### src/rtl/mul_sequencer_if.sv
// Decode/bank-side signal bundle for the shift-add multiply sequencer.
// master = decode + ALU writeback side, slave = the sequencer itself.
interface mul_sequencer_if #(
  parameter int WIDTH = 32
);
  logic                 start;
  logic                 signed_op;
  logic [WIDTH-1:0]     op_a;
  logic [WIDTH-1:0]     op_b;
  logic                 alu_regwrite;
  logic [4:0]           alu_wraddr;
  logic                 busy;
  logic                 stall;
  logic                 mulflag;
  logic                 done;
  logic [2*WIDTH-1:0]   mulout;

  modport master (
    output start, signed_op, op_a, op_b, alu_regwrite, alu_wraddr,
    input  busy, stall, mulflag, done, mulout
  );

  modport slave (
    input  start, signed_op, op_a, op_b, alu_regwrite, alu_wraddr,
    output busy, stall, mulflag, done, mulout
  );
endinterface

### src/rtl/mul_sequencer.sv
// 32-iteration shift-add multiplier driving the register bank hi/lo (r19/r20) write path.
// Define MUL_SIGNED_EN to add two's-complement operands and the SIGN correction state.
module mul_sequencer #(
  parameter int WIDTH = 32
) (
  input  logic              clk,
  input  logic              rst,
  mul_sequencer_if.slave    bus
);

  localparam int PW = 2 * WIDTH;
  localparam int CW = $clog2(WIDTH);
  localparam logic [CW-1:0] LAST_ITER = CW'(WIDTH - 1);
  localparam logic [4:0] HI_ADDR = 5'd19;
  localparam logic [4:0] LO_ADDR = 5'd20;

`ifdef MUL_SIGNED_EN
  typedef enum logic [1:0] {IDLE, RUN, SIGN, WB} state_t;
`else
  typedef enum logic [1:0] {IDLE, RUN, WB} state_t;
`endif

  state_t           state;
  logic [PW-1:0]    acc;
  logic [WIDTH-1:0] mcand;
  logic [WIDTH-1:0] mplier;
  logic [CW-1:0]    count;
  logic [WIDTH-1:0] addend;
  logic [WIDTH:0]   sum;
  logic             conflict;

`ifdef MUL_SIGNED_EN
  logic neg;

  // 0x80000000 maps to itself, which is its correct unsigned magnitude.
  function automatic logic [WIDTH-1:0] magnitude(input logic [WIDTH-1:0] v);
    return v[WIDTH-1] ? (~v + WIDTH'(1)) : v;
  endfunction
`else
  logic unused_signed_op;
  assign unused_signed_op = bus.signed_op;
`endif

  assign addend   = mplier[0] ? mcand : '0;
  assign sum      = {1'b0, acc[PW-1:WIDTH]} + {1'b0, addend};

  // An ALU write to hi or lo holds the multiply back, so the multiply lands last.
  assign conflict = bus.alu_regwrite &&
                    ((bus.alu_wraddr == HI_ADDR) || (bus.alu_wraddr == LO_ADDR));

  // NOTE: all state updates use non-blocking assignments so every register
  // samples pre-edge values; blocking here would chain acc/mplier/count updates.
  always_ff @(posedge clk) begin
    if (rst) begin
      state  <= IDLE;
      acc    <= '0;
      mcand  <= '0;
      mplier <= '0;
      count  <= '0;
`ifdef MUL_SIGNED_EN
      neg    <= 1'b0;
`endif
    end else begin
      case (state)
        IDLE: begin
          if (bus.start) begin
`ifdef MUL_SIGNED_EN
            if (bus.signed_op) begin
              mcand  <= magnitude(bus.op_a);
              mplier <= magnitude(bus.op_b);
              neg    <= bus.op_a[WIDTH-1] ^ bus.op_b[WIDTH-1];
            end else begin
              mcand  <= bus.op_a;
              mplier <= bus.op_b;
              neg    <= 1'b0;
            end
`else
            mcand  <= bus.op_a;
            mplier <= bus.op_b;
`endif
            acc   <= '0;
            count <= '0;
            state <= RUN;
          end
        end

        RUN: begin
          acc    <= {sum, acc[WIDTH-1:1]};
          mplier <= mplier >> 1;
          count  <= count + CW'(1);
          if (count == LAST_ITER) begin
`ifdef MUL_SIGNED_EN
            state <= SIGN;
`else
            state <= WB;
`endif
          end
        end

`ifdef MUL_SIGNED_EN
        SIGN: begin
          if (neg) acc <= ~acc + PW'(1);
          state <= WB;
        end
`endif

        WB: begin
          if (!conflict) state <= IDLE;
        end

        default: state <= IDLE;
      endcase
    end
  end

  assign bus.busy    = (state != IDLE);
  assign bus.stall   = bus.busy;
  assign bus.mulflag = (state == WB) && !conflict;
  assign bus.done    = bus.mulflag;
  assign bus.mulout  = acc;

endmodule

### src/flat_wrapper.sv
// flat-port wrapper written by rule: the top's interface ports become plain ports
module mul_sequencer_flat 
#(
  parameter int WIDTH = 32
)
  (clk, rst, bus_start, bus_signed_op, bus_op_a, bus_op_b, bus_alu_regwrite, bus_alu_wraddr, bus_busy, bus_stall, bus_mulflag, bus_done, bus_mulout);
  mul_sequencer_if #(.WIDTH(WIDTH)) bus_i ();
  input  logic clk;
  input  logic rst;
  input wire logic [$bits(bus_i.start)-1:0] bus_start;
  input wire logic [$bits(bus_i.signed_op)-1:0] bus_signed_op;
  input wire logic [$bits(bus_i.op_a)-1:0] bus_op_a;
  input wire logic [$bits(bus_i.op_b)-1:0] bus_op_b;
  input wire logic [$bits(bus_i.alu_regwrite)-1:0] bus_alu_regwrite;
  input wire logic [$bits(bus_i.alu_wraddr)-1:0] bus_alu_wraddr;
  output wire logic [$bits(bus_i.busy)-1:0] bus_busy;
  output wire logic [$bits(bus_i.stall)-1:0] bus_stall;
  output wire logic [$bits(bus_i.mulflag)-1:0] bus_mulflag;
  output wire logic [$bits(bus_i.done)-1:0] bus_done;
  output wire logic [$bits(bus_i.mulout)-1:0] bus_mulout;
  assign bus_i.start = bus_start;
  assign bus_i.signed_op = bus_signed_op;
  assign bus_i.op_a = bus_op_a;
  assign bus_i.op_b = bus_op_b;
  assign bus_i.alu_regwrite = bus_alu_regwrite;
  assign bus_i.alu_wraddr = bus_alu_wraddr;
  assign bus_busy = bus_i.busy;
  assign bus_stall = bus_i.stall;
  assign bus_mulflag = bus_i.mulflag;
  assign bus_done = bus_i.done;
  assign bus_mulout = bus_i.mulout;
  mul_sequencer #(.WIDTH(WIDTH)) u_core (.clk(clk), .rst(rst), .bus(bus_i));
endmodule
### config.mk
export PLATFORM = sky130hd
export DESIGN_NAME = mul_sequencer_flat
export DESIGN_NICKNAME = d
export VERILOG_FILES = /design/src/rtl/mul_sequencer_if.sv /design/src/rtl/mul_sequencer.sv /design/src/flat_wrapper.sv
export SDC_FILE = /design/constraint.sdc
export NUM_CORES = 1
export LEC_CHECK = 0
export CAP_MARGIN = 10
export CORE_MARGIN = 10
export CORE_UTILIZATION = 52
export CTS_CLUSTER_DIAMETER = 80
export DETAILED_ROUTE_END_ITERATION = 10
export PLACE_DENSITY = 0.81
export REMOVE_ABC_BUFFERS = 1
export SETUP_SLACK_MARGIN = 0.4
export SYNTH_ARGS = -nofsm -noshare
export SYNTH_HDL_FRONTEND = slang
export SYNTH_SLANG_ARGS = --single-unit
### constraint.sdc
create_clock -name clk -period 3.5 [get_ports clk]
set_input_delay 0.7 -clock clk [delete_from_list [all_inputs] [get_ports clk]]
set_output_delay 0.7 -clock clk [all_outputs]
set_load 0.01 [all_outputs]
==> metrics.log <==
INFO  metric post_layout_instance_area = 0.00898 mm²
INFO  metric number_of_flops_mapped_to_enable_cells_by_yosys = 0
INFO  metric setup_viol = 0
INFO  metric dominantRegCellSynth = dfxtp_1
INFO  metric worst_path_required = 2800 ps
INFO  metric antenna_cells_inserted = 0
INFO  metric chipWidth = 135 µm
INFO  metric cts_max_path_buffers = 2
INFO  metric maxCapViolCount = 0
INFO  metric finalMaxSlewViolations = 0
INFO  metric design.portCount = 142
INFO  metric route.detailed.wl_per_inst = 15.6 µm
INFO  metric clock_insertion_delay_at_the_later_pin_of_the_skew_report = 430 ps
INFO  metric cts_sinks = 135
INFO  metric startpoint_type = primary input
INFO  metric drt_first_pass_iters = 5
INFO  metric crit_path_frequent_cell = clkdlybuf4s50_1
INFO  metric most-common-layout-cells = nor2_1 (155), clkdlybuf4s50_1 (139), dfxtp_1 (134)
INFO  metric final_nets = 1097
INFO  metric port_buffers = 140
INFO  metric share_of_the_clock_period_used_by_the_worst_path = 84.8%
INFO  metric finalWeightedCongestion = 0.900
INFO  metric placedInstanceArea = 0.00834 mm²
INFO  metric drive_above_1_share = 7.09%
INFO  metric timing.setup.tns = 0 ps
INFO  metric number_of_global_route_vias_before_repair = 6429
INFO  metric syn_inst = 876
INFO  metric synth_seq_area_share = 39.1%
INFO  metric drt_first_iter_violations = 403
INFO  metric critical_path_class = primary input to primary output
INFO  metric min_path_type = register to register
INFO  metric power.static_leakage = 3.75 nW
INFO  metric worst_relative_slew_slack = 43.4%
INFO  metric cp-end-kind = primary output
INFO  metric layout_commonest_cell = nor2_1
INFO  metric synthArstFlopShare = 0%
INFO  metric grt_start_max_net_pins = 81
INFO  metric cp_data_arrival_time = 2270 ps
INFO  metric root_buffer_master = clkbuf_16
INFO  metric post_synth_instance_area = 0.00691 mm²
INFO  metric die_y = 135 µm
INFO  metric fp.coreArea = 0.0131 mm²
INFO  metric pwr_per_cell_area = 438 mW/mm²
INFO  metric rsz_0062_raised_after_global_routing = false
INFO  metric clkTransAtPathRegs = 60 ps
INFO  metric viasPerCell = 5.50
INFO  metric synth.lib_cells_used.distinct = 59
INFO  metric critical_path.max_fanout = 2
INFO  metric max_stage_delay = 500 ps
INFO  metric post_drt_antenna_nets = 0
INFO  metric fp-row-count = 42
INFO  metric worst_margin_pin_slew = 849 ps
INFO  metric vdd.ir_drop.worst = 0.331 mV
INFO  metric grt_first_pass_wirelength = 30700 µm
INFO  metric htree_num_levels = 4
INFO  metric ys_ff_latch = 135
INFO  metric worst-path-buf-inv = 2
INFO  metric whs = 451 ps
INFO  metric cts_buffers = 17
INFO  metric detailedPlacementHpwl = 12700 µm
INFO  metric crit_path_cell_trace = clkdlybuf4s50_1, nand2_1, nor2_1, a21oi_1, nor3_1, nor3b_2, clkdlybuf4s50_1
INFO  metric final.setup.worst_slack = 533 ps
INFO  metric final_hold_viol_count = 0
INFO  metric synthesis.yosys.warnings = 0
INFO  metric antenna_found_initial = 1
INFO  metric initial_core_utilization = 52.6%
INFO  metric vias = 6479
INFO  metric period_minus_slack = 2970 ps
INFO  metric grt_overflow_total = 0
INFO  metric route.detailed.drc = 0
INFO  metric fin_skew = 10.8 ps
INFO  metric cpMaxStageDelayCell = clkdlybuf4s50_1
INFO  metric die-area = 0.0183 mm²
INFO  metric post-place-ws = 469 ps
INFO  metric finish.utilization = 68.4%
INFO  metric maxClockFrequency = 337 MHz
INFO  metric syn_to_final_growth = 29.9%
INFO  metric totalWireLength = 18400 µm
INFO  metric avg_cell_area_syn = 7.89 µm²
INFO  metric tritoncts = done
INFO  metric crit_family = buffers and inverters
INFO  metric run_status = finished clean
INFO  metric grt_util_all_layers = 20.2%
-- kinds of logic (layout without fill, tap and decap cells) --
family / after synthesis / in the layout / synth area share, %
xor gates and xnor gates: 21 / 21 / 2.66
adders and majority gates: 35 / 35 / 6.44
DFF: 135 / 135 / 39.1
AOI/OAI and AO/OA: 211 / 211 / 19.9
buffers and inverters: 74 / 199 / 5.37
muxes: 5 / 5 / 0.724
and+or+nand+nor: 395 / 395 / 25.8
-- where the power goes --
group          total (mW)  internal (mW)  switching [mW]
clock network        1.91           1.15           0.755
registers            1.64           1.60          0.0367
logic               0.390          0.172           0.218
-- cell usage after synthesis, drive strengths merged, types with 2 or more instances --
library cell    n  area share [%]
a41o            2            0.31
o21ai          32             2.3
o21bai          5            0.54
or3             4            0.36
xnor2           7            0.89
a21oi          79             6.0
nor2b           3            0.27
nor4           31             2.8
a221oi          2            0.25
inv            13            0.71
o31ai           3            0.33
ha             34             6.2
o21a            3            0.33
clkbuf         50             3.3
a221o           2            0.29
a22oi          39             4.2
nor3            7            0.51
nand3b          3            0.33
nand3          13            0.94
nor2          156             8.5
a211o           2            0.25
o211ai          4            0.58
a211oi          5            0.69
a32oi           2            0.25
nand4           8            0.72
o2111ai         2            0.25
nand2         116             6.3
o31a            2            0.25
buf            11             1.4
a21o           17             1.9
xor2           14             1.8
nand2b          7            0.63
and3            8            0.78
and2           35             3.2
mux2i           5            0.72
dfxtp         135              39
a31oi           6            0.54
-- metal layers --
metal / routed length [µm] / track usage (%) / vias up
li1: - / - / 3278
met1: 7760 / 23.0 / 3032
met2: 8940 / 33.5 / 154
met3: 1470 / 8.79 / 15
met4: 216 / 6.34 / 0
met5: 0 / 0 / -
-- stage by stage --
step | total power, mW | instances
5_1_grt | 4.10 | 1177
3_3_place_gp | 2.05 | 1145
6_report | 3.94 | 1177
3_5_place_dp | 2.06 | 1145
2_1_floorplan | 1.86 | 815
4_1_cts | 3.97 | 1177
-- worst reg2reg max path, cell delays in order, from the launching register on --
cell and delay [ps]:
dfxtp_2 390, and2_1 140, ha_1 150, inv_1 50, fa_1 400, nand2b_2 240
a21oi_4 180, o211ai_2 140, nand2_2 130, a41o_2 240, a211oi_2 90, or4b_1 520
a211oi_2 190
-- state kept, by name, indices dropped and copies added, names as in the netlist --
signal             cells
u_core.mplier         32
u_core.mcand          32
u_core.bus.mulout     64
u_core.state           2
u_core.count           5
-- final timing paths --
check / cells after the start / to / startpoint / slack (ps)
min: 2 / u_core.mcand[26]$_SDFFE_PP0P_ / u_core.mcand[26]$_SDFFE_PP0P_ / 450
min reg2reg: 2 / u_core.mcand[26]$_SDFFE_PP0P_ / u_core.mcand[26]$_SDFFE_PP0P_ / 450
max: 7 / bus_done / bus_alu_wraddr[0] / 530
max reg2reg: 12 / u_core.bus.mulout[63]$_SDFFE_PP0P_ / u_core.mplier[0]$_SDFFE_PP0P_ / 550
-- area by class of cell --
class	count	area [µm²]
fill	1130	4150
multi-input combinational	667	3860
sequential	135	2700
timing repair buffer	154	1520
clock buffer	17	425
tap	176	220
clock inverter	15	204
inverter	13	48.8
-- what timing repair did --
item,4_1_cts,5_1_grt
hold buffers,0,0
setup buffers,0,0
hold endpoints to repair,0,0
gates resized for setup,0,5
setup endpoints to repair,0,9
(Power assumes the default switching activity.)
